[src/rtl/wb_select_buf_if.sv]
`default_nettype none
// ============================================================================
//  Module   : wb_select_buf_if
//  Purpose  : Bus bundle for the write-back source selector: producer
//             handshake with selector/data, consumer handshake with the
//             selected word, illegal-select flag and transfer counter.
//             Optional out_par member when WB_SELECT_PARITY_EN is defined.
//  Revision : 1.0 - initial release
// ============================================================================
interface wb_select_buf_if #(
   parameter int WIDTH = 32,
   parameter int N_IN  = 8,
   parameter int SEL_W = 4,
   parameter int CNT_W = 16
);
   logic                    in_valid;
   logic                    in_ready;
   logic [SEL_W-1:0]        sel;
   logic [N_IN*WIDTH-1:0]   data_in;
   logic                    out_valid;
   logic                    out_ready;
   logic [WIDTH-1:0]        out_data;
   logic [SEL_W-1:0]        out_sel;
   logic                    sel_err;
   logic                    clr_err;
   logic [CNT_W-1:0]        wb_count;
`ifdef WB_SELECT_PARITY_EN
   logic                    out_par;
`endif

   // Producer/consumer side of the block
   modport master (
      output in_valid, sel, data_in, out_ready, clr_err,
      input  in_ready, out_valid, out_data, out_sel, sel_err, wb_count
`ifdef WB_SELECT_PARITY_EN
      , input out_par
`endif
   );

   // The selector block itself
   modport slave (
      input  in_valid, sel, data_in, out_ready, clr_err,
      output in_ready, out_valid, out_data, out_sel, sel_err, wb_count
`ifdef WB_SELECT_PARITY_EN
      , output out_par
`endif
   );
endinterface
`default_nettype wire

[src/rtl/wb_select_buf.sv]
`default_nettype none
// ============================================================================
//  Module   : wb_select_buf
//  Purpose  : Write-back source selector. Picks one of N_IN data words or one
//             of three constants, then buffers the word in a 2-entry
//             valid/ready pipeline (output register + skid register).
//             Flags accepted illegal selectors (sticky) and counts completed
//             output transfers.
//  Options  : WB_SELECT_PARITY_EN adds out_par = ^out_data (registered).
//  Revision : 1.0 - initial release
// ============================================================================
module wb_select_buf #(
   parameter int          WIDTH  = 32,
   parameter int          N_IN   = 8,
   parameter int          SEL_W  = 4,
   parameter int unsigned CONST0 = 227,
   parameter int unsigned CONST1 = 0,
   parameter int unsigned CONST2 = 1,
   parameter int          CNT_W  = 16
) (
   input  wire logic       clk,
   input  wire logic       reset,
   wb_select_buf_if.slave  bus
);
   localparam logic [WIDTH-1:0] c_const0    = WIDTH'(CONST0);
   localparam logic [WIDTH-1:0] c_const1    = WIDTH'(CONST1);
   localparam logic [WIDTH-1:0] c_const2    = WIDTH'(CONST2);
   localparam int unsigned      c_first_bad = N_IN + 3;

   logic [WIDTH-1:0] r_out_data;
   logic [SEL_W-1:0] r_out_sel;
   logic             r_out_valid;
   logic [WIDTH-1:0] r_skid_data;
   logic [SEL_W-1:0] r_skid_sel;
   logic             r_skid_valid;
   logic             r_sel_err;
   logic [CNT_W-1:0] r_wb_count;

   logic [WIDTH-1:0] w_word;
   logic             w_illegal;
   logic             w_accept;
   logic             w_fire;
   logic             w_load_out;
   logic [WIDTH-1:0] w_next_data;
   logic [SEL_W-1:0] w_next_sel;

   // Selector decode: data inputs, constant slots, illegal codes forward word 0
   always_comb begin
      w_word    = bus.data_in[WIDTH-1:0];
      w_illegal = 1'b0;
      if (bus.sel == SEL_W'(N_IN)) begin
         w_word = c_const0;
      end else if (bus.sel == SEL_W'(N_IN + 1)) begin
         w_word = c_const1;
      end else if (bus.sel == SEL_W'(N_IN + 2)) begin
         w_word = c_const2;
      end else if (32'(bus.sel) >= c_first_bad) begin
         w_illegal = 1'b1;
      end else begin
         for (int k = 0; k < N_IN; k++) begin
            if (bus.sel == SEL_W'(k)) begin
               w_word = bus.data_in[k*WIDTH +: WIDTH];
            end
         end
      end
   end

   // Handshake qualifiers; in_ready depends only on the skid register and reset
   always_comb begin
      bus.in_ready = reset && !r_skid_valid;
      w_accept     = bus.in_valid && bus.in_ready;
      w_fire       = r_out_valid && bus.out_ready;
      w_load_out   = !r_out_valid || bus.out_ready;
      // A held skid word is always older than anything arriving this cycle
      w_next_data  = r_skid_valid ? r_skid_data : w_word;
      w_next_sel   = r_skid_valid ? r_skid_sel  : bus.sel;
   end

   // Output register and skid register (FIFO order: skid drains before new data)
   always_ff @(posedge clk) begin
      if (!reset) begin
         r_out_valid  <= 1'b0;
         r_out_data   <= '0;
         r_out_sel    <= '0;
         r_skid_valid <= 1'b0;
         r_skid_data  <= '0;
         r_skid_sel   <= '0;
      end else if (w_load_out) begin
         if (r_skid_valid || w_accept) begin
            r_out_valid <= 1'b1;
            r_out_data  <= w_next_data;
            r_out_sel   <= w_next_sel;
         end else begin
            r_out_valid <= 1'b0;
         end
         r_skid_valid <= 1'b0;
      end else if (w_accept) begin
         r_skid_valid <= 1'b1;
         r_skid_data  <= w_word;
         r_skid_sel   <= bus.sel;
      end
   end

   // Sticky illegal-select flag; a same-cycle set beats clear
   always_ff @(posedge clk) begin
      if (!reset) begin
         r_sel_err <= 1'b0;
      end else if (w_accept && w_illegal) begin
         r_sel_err <= 1'b1;
      end else if (bus.clr_err) begin
         r_sel_err <= 1'b0;
      end
   end

   // Completed-transfer counter, wraps naturally
   always_ff @(posedge clk) begin
      if (!reset) begin
         r_wb_count <= '0;
      end else if (w_fire) begin
         r_wb_count <= r_wb_count + CNT_W'(1);
      end
   end

`ifdef WB_SELECT_PARITY_EN
   logic r_out_par;

   // Parity tracks whatever word is loaded into the output register
   always_ff @(posedge clk) begin
      if (!reset) begin
         r_out_par <= 1'b0;
      end else if (w_load_out && (r_skid_valid || w_accept)) begin
         r_out_par <= ^w_next_data;
      end
   end

   assign bus.out_par = r_out_par;
`endif

   assign bus.out_valid = r_out_valid;
   assign bus.out_data  = r_out_data;
   assign bus.out_sel   = r_out_sel;
   assign bus.sel_err   = r_sel_err;
   assign bus.wb_count  = r_wb_count;

endmodule
`default_nettype wire

[src/flat_wrapper.sv]
// flat-port wrapper written by rule: the top's interface ports become plain ports
module wb_select_buf_flat 
#(
   parameter int          WIDTH  = 32,
   parameter int          N_IN   = 8,
   parameter int          SEL_W  = 4,
   parameter int unsigned CONST0 = 227,
   parameter int unsigned CONST1 = 0,
   parameter int unsigned CONST2 = 1,
   parameter int          CNT_W  = 16
)
  (clk, reset, bus_in_valid, bus_sel, bus_data_in, bus_out_ready, bus_clr_err, bus_in_ready, bus_out_valid, bus_out_data, bus_out_sel, bus_sel_err, bus_wb_count);
  wb_select_buf_if #(.WIDTH(WIDTH), .N_IN(N_IN), .SEL_W(SEL_W), .CNT_W(CNT_W)) bus_i ();
  input  wire logic clk;
  input  wire logic reset;
  input wire logic [$bits(bus_i.in_valid)-1:0] bus_in_valid;
  input wire logic [$bits(bus_i.sel)-1:0] bus_sel;
  input wire logic [$bits(bus_i.data_in)-1:0] bus_data_in;
  input wire logic [$bits(bus_i.out_ready)-1:0] bus_out_ready;
  input wire logic [$bits(bus_i.clr_err)-1:0] bus_clr_err;
  output wire logic [$bits(bus_i.in_ready)-1:0] bus_in_ready;
  output wire logic [$bits(bus_i.out_valid)-1:0] bus_out_valid;
  output wire logic [$bits(bus_i.out_data)-1:0] bus_out_data;
  output wire logic [$bits(bus_i.out_sel)-1:0] bus_out_sel;
  output wire logic [$bits(bus_i.sel_err)-1:0] bus_sel_err;
  output wire logic [$bits(bus_i.wb_count)-1:0] bus_wb_count;
  assign bus_i.in_valid = bus_in_valid;
  assign bus_i.sel = bus_sel;
  assign bus_i.data_in = bus_data_in;
  assign bus_i.out_ready = bus_out_ready;
  assign bus_i.clr_err = bus_clr_err;
  assign bus_in_ready = bus_i.in_ready;
  assign bus_out_valid = bus_i.out_valid;
  assign bus_out_data = bus_i.out_data;
  assign bus_out_sel = bus_i.out_sel;
  assign bus_sel_err = bus_i.sel_err;
  assign bus_wb_count = bus_i.wb_count;
  wb_select_buf #(.WIDTH(WIDTH), .N_IN(N_IN), .SEL_W(SEL_W), .CONST0(CONST0), .CONST1(CONST1), .CONST2(CONST2), .CNT_W(CNT_W)) u_core (.clk(clk), .reset(reset), .bus(bus_i));
endmodule
[config.mk]
export PLATFORM = sky130hd
export DESIGN_NAME = wb_select_buf_flat
export DESIGN_NICKNAME = d
export VERILOG_FILES = /design/src/rtl/wb_select_buf_if.sv /design/src/rtl/wb_select_buf.sv /design/src/flat_wrapper.sv
export SDC_FILE = /design/constraint.sdc
export NUM_CORES = 1
export LEC_CHECK = 0
export ABC_AREA = 1
export BUFFER_PORTS_ARGS = -buffer_cell sky130_fd_sc_hd__clkbuf_2
export CAP_MARGIN = 0
export CORE_MARGIN = 1.5
export CORE_UTILIZATION = 35
export CTS_CLUSTER_DIAMETER = 120
export DETAILED_ROUTE_END_ITERATION = 12
export SLEW_MARGIN = 15
export SYNTH_ARGS = -nofsm -noshare
export SYNTH_HDL_FRONTEND = slang
export SYNTH_SLANG_ARGS = --single-unit
export TNS_END_PERCENT = 50
[constraint.sdc]
create_clock -name clk -period 2.1 [get_ports clk]
set_input_delay 0.21 -clock clk [delete_from_list [all_inputs] [get_ports clk]]
set_output_delay 0.21 -clock clk [all_outputs]
set_load 0.01 [all_outputs]
# Yosys cells after proc, flatten, opt, wreduce, memory -nomap -nowiden
# Index checks and enable logic that the tools add are counted.
# classes
div	0
n_eq_ne	10
bitwise	2
n_lt_le_gt_ge	1
n_mul	0
addsub	1
n_shift	0
reduce_logical	12
muxes	20
# ops
operator	n
32-bit 2-to-1 mux	12
16-bit by 1-bit adder with 16-bit output, second input constant	1
4-bit by 3-bit == test with 1-bit output, second input constant	4
4-bit == test, second input constant	3
4-bit by 2-bit == test with 1-bit output, second input constant	2
1-bit 2-to-1 mux	7
4-bit by 1-bit == test with 1-bit output, second input constant	1
4-bit >= comparator, second input constant	1
1-bit logical AND	4
4-bit 2-to-1 mux	1
2-bit AND reduction	2
1-bit zero test	2
1-bit logical OR	2
1-bit inverter	2
2-bit nonzero test	1
2-bit OR reduction	1
# word_totals
latch_bits	0
mem_bits_rw	0
romBits	0
ff_bits	91
n_memories	0

# Logic depth before layout (Yosys ltp)
# logic_depth
depth_word	13
ltp_mapped	18
mapped_depth_nobuf	18

# Least setup slack after synthesis
# OpenSTA, ideal clock, no wires.
# synth_timing
path_kind	reg-to-reg
start	register u_core.r_out_valid, in the netlist u_core.bus.out_valid
end	register u_core.r_wb_count[15], in the netlist u_core.bus.wb_count[15]
arrival_ns	1.745
synth_period_minus_slack_ns	1.802
path_slack_ns	0.298
path_stages_with_launch	14
setup_ns	0.058
path_cell_list	dfxtp_1 > nand2_1 > nor2_1 > nand3_1 > nor2_1 > nand2_1 > nor2_2 > nand3_1 > nor3_2 > nand2_1 > nor2_1 > nand2_1 > a21oi_1 > o21a_1
# synth_via
elab_chain_cells	1
# synth_lines
element	line_no	source
start, declared	wb_select_buf.sv:32	logic r_out_valid;
start signal, assigned	wb_select_buf.sv:82	r_out_valid <= 1'b0;
start signal, assigned	wb_select_buf.sv:90	r_out_valid <= 1'b1;
start signal, assigned	wb_select_buf.sv:94	r_out_valid <= 1'b0;
1-bit logical AND	wb_select_buf.sv:72	w_fire = r_out_valid && bus.out_ready;
end signal, assigned	wb_select_buf.sv:120	r_wb_count <= r_wb_count + CNT_W'(1);
end, declared	wb_select_buf.sv:37	logic [CNT_W-1:0] r_wb_count;
# No other way between the ends.
# A chain may end at the register's enable or synchronous reset.

# Worst setup path in the final report
# Ends and elaborated chain as after synthesis.

==> results.tsv <==
stage	metric	value	unit
status	status	finished clean	
yosys	synth_flop_cell	dfxtp_1	
routing	wl_per_cell	14.8	um
placed_design	post-dp-hpwl	21.4	mm
layout	drive_above_1_share	27.8	%
floorplan	die_y	144	um
floorplan	die-area	0.0207	mm^2
floorplan	num_rows	51	
timing	worst_pin_slew	0.513	ns
critical_path	crit_path_end_kind	flip-flop	
pwr	vdd_ir_drop_max	417	uV
grt	grt_pass1_wl	42.3	mm
placed_design	dpl_worst_slack	0.0464	ns
routing	first_iter_violations	461	
placed_design	port_buffers	319	
floorplan	initial_utilization	35.6	%
critical_path	cp_top_family	simple AND/OR/NAND/NOR gates	
critical_path	startpoint_type	flip-flop	
layout	syn_to_final_growth	34.0	%
critical_path	r2r_start	u_core.bus.out_valid	
yosys	synth-async-reset-ratio	0	%
routing	ant_nets	0	
yosys	ys_seq_area_share	26.3	%
routing	drt_wl_total	27.2	mm
clock_network	clockBufferDepth	2	
timing	rsz0062_at_grt	true	
layout	multi_input_area	0.00433	mm^2
timing	fin_setup_tns	0	ns
yosys	synth_edf_count	0	
yosys	syn_inst	1276	
critical_path	crit_buf_inv	0	
routing	first_pass_iters	4	
grt	track_usage	26.4	%
critical_path	crit_path_frequent_cell	nor2_2	
grt	grt_overflow	0	
clock_network	clkSlewWorstSetupHoldPaths	0.06	ns
timing	holdWs	0.123	ns
layout	final_cells	1836	
grt	grt_pass1_vias	8146	
timing	fmaxAchievable	531	MHz
critical_path	critPathSlowestCell	dfxtp_2	
grt	antenna_found_initial	1	
timing	skew	0.00599	ns
clock_network	cts-root-buf	clkbuf_16	
clock_network	cts.sinks	91	
pwr	p_leak	5.13	nW
placed_design	place_congestion	0.917	
timing	drv_slew	0	
clock_network	postCtsHoldBufs	0	
critical_path	worstSetupPathType	reg2reg	
yosys	syn_nets	1542	
yosys	synthesis.area	0.00694	mm^2
placed_design	dpl_cell_area	0.00895	mm^2
timing	max_slew_margin	65.8	%
clock_network	tritoncts.num_buffers	9	
layout	diodes	0	
layout	final_nets	1833	
pwr	power	4.73	mW
yosys	synth-seq-cells	91	
critical_path	worstPathArrival	2.17	ns
pwr	p_per_area	509	mW/mm^2
timing	setup_violations	0	
layout	final_util	47.8	%
worst_hold_path	hp-class	in2reg	
routing	drc_errors	0	
grt	grt_max_degree	73	
floorplan	core-area	0.0195	mm^2
clock_network	cts_tree	yes	
placed_design	dp_cells	1820	
critical_path	r2r_end	u_core.bus.wb_count[15]	
layout	regArea	0.00183	mm^2
critical_path	cpPeakStageDelay	0.35	ns
run	cap_violations	0	
worst_hold_path	whs_endpoint	u_core.bus.sel_err	
yosys	syn_area_per_cell	5.44	um^2
yosys	yosysWarnings	0	
critical_path	path_cells	nand2_2 > nor2_2 > nand3_2 > nor2_2 > nand2_1 > nor2_2 > nand3_2 > nor3_2 > nand2_1 > nor2_2 > nand2_1 > a21oi_1 > o21a_1	
critical_path	crit_fanout	3	
timing	finalCriticalPeriod	1.88	ns
critical_path	reg2reg_depth	13	
clock_network	clk_latency	0.34	ns
floorplan	num_io_pins	320	
timing	hold_viol_final	0	
critical_path	r2r_slack	0.22	ns
critical_path	required	2.39	ns
clock_network	cts.htree.levels	3	
floorplan	die_x	144	um
timing	fin_crit_sh	89.7	%
worst_hold_path	whs_path_depth	4	
worst_hold_path	hold_path_startpoint	bus_clr_err	
layout	final_area	0.00929	mm^2
routing	vias	8674	
layout	nFillCells	2144	
yosys	yosys.cell_types.count	31	
timing	fin_ws	0.217	ns
routing	drt-vias-per-instance	4.72	
registers in the layout, indices dropped and copies added (netlist names):
register and count:
u_core.r_skid_valid 1, u_core.bus.out_valid 1, u_core.bus.sel_err 1, u_core.bus.wb_count 16
u_core.r_skid_sel 4, u_core.bus.out_sel 4, u_core.bus.out_data 32, u_core.r_skid_data 32
layout by cell type (no fill, tap or decap), types with 7 or more instances in the layout:
master / n
nand2_1: 427
clkbuf_2: 319
nor2_1: 189
inv_1: 114
a21oi_1: 101
nand3_1: 93
dfxtp_1: 88
o21ai_0: 65
or2_2: 34
buf_4: 26
o21ai_1: 25
o211ai_1: 13
buf_12: 12
inv_2: 9
clkbuf_16: 9
nor2_4: 7
report_power, final:
part	internal [mW]	switching [mW]	leakage (nW)	total [mW]
combinational	0.504	0.690	4.23	1.19
clock	1.03	0.681	0.152	1.72
sequential	1.79	0.0343	0.739	1.82
total	3.32	1.41	5.13	4.73
cell type report:
class                           count  share of cell area, %
Multi-Input combinational cell    984                   46.6
Timing Repair Buffer              357                   21.9
Sequential cell                    91                   19.6
Inverter                          124                   5.01
Tap cell                          265                   3.57
Clock buffer                       10                   2.46
Clock inverter                      5                  0.848
cell families after synthesis:
| logic type | after synthesis | synth area share [%] |
|---|---|---|
| DFF | 91 | 26.3 |
| AOI/OAI and AO/OA | 212 | 16.0 |
| xor gates and xnor gates | 1 | 0.126 |
| adders and majority gates | 1 | 0.180 |
| and+or+nand+nor | 770 | 45.4 |
| buffers and inverters | 201 | 12.0 |
layer usage:
| layer | GRT usage (%) | vias up | part of all wire, % |
|---|---|---|---|
| met4 | 8.81 | 0 | 3.1 |
| met1 | 31.6 | 3772 | 42 |
| met3 | 5.76 | 54 | 6.7 |
| met5 | 0 | - | 0 |
| li1 | - | 4567 | - |
| met2 | 46.6 | 281 | 48 |
synthesized netlist by cell type (2+ instances only):
master    count  area (um^2)
a21oi_1     101          505
a31oi_1       4         25.0
buf_1         4         15.0
buf_2        22          110
buf_4         5         37.5
buf_6         4         45.0
clkbuf_1     41          154
dfxtp_1      91         1820
inv_1       114          428
inv_2         9         33.8
nand2_1     429         1610
nand2_2       2         12.5
nand3_1      95          475
nor2_1      194          728
nor2_2        3         18.8
nor2_4        3         33.8
nor3_1        4         20.0
o211ai_1     13         97.6
o21a_1        3         22.5
o21ai_0      65          325
o21ai_1      25          125
or2_0         2         12.5
or2_1         2         12.5
or2_2        34          213
worst max path at each step:
stage,slack (ns),from,endpoint,cells after the start
floorplan,0.30,u_core.bus.out_valid,u_core.bus.wb_count[15],13
global placement,0.03,bus_sel[1],u_core.bus.out_data[25],17
detailed placement,0.05,bus_sel[1],u_core.bus.out_data[25],17
CTS,0.09,u_core.bus.out_valid,u_core.bus.wb_count[15],13
global route,-0.02,u_core.bus.wb_count[1],u_core.bus.wb_count[12],9
finish,0.22,u_core.bus.out_valid,u_core.bus.wb_count[15],13
repair_timing:
action,CTS,global route
endpoints found under the setup margin,0,14
setup buffers,0,1
resized for setup,0,10
worst reg2reg max path, cell delays in order, from the launching register on:
cell and delay (ns):
dfxtp_2 0.35, nand2_2 0.08, nor2_2 0.12, nand3_2 0.11, nor2_2 0.12, nand2_1 0.10, nor2_2 0.15, nand3_2 0.10
nor3_2 0.20, nand2_1 0.09, nor2_2 0.10, nand2_1 0.07, a21oi_1 0.12, o21a_1 0.13
Power figures use the tool's default switching activity.
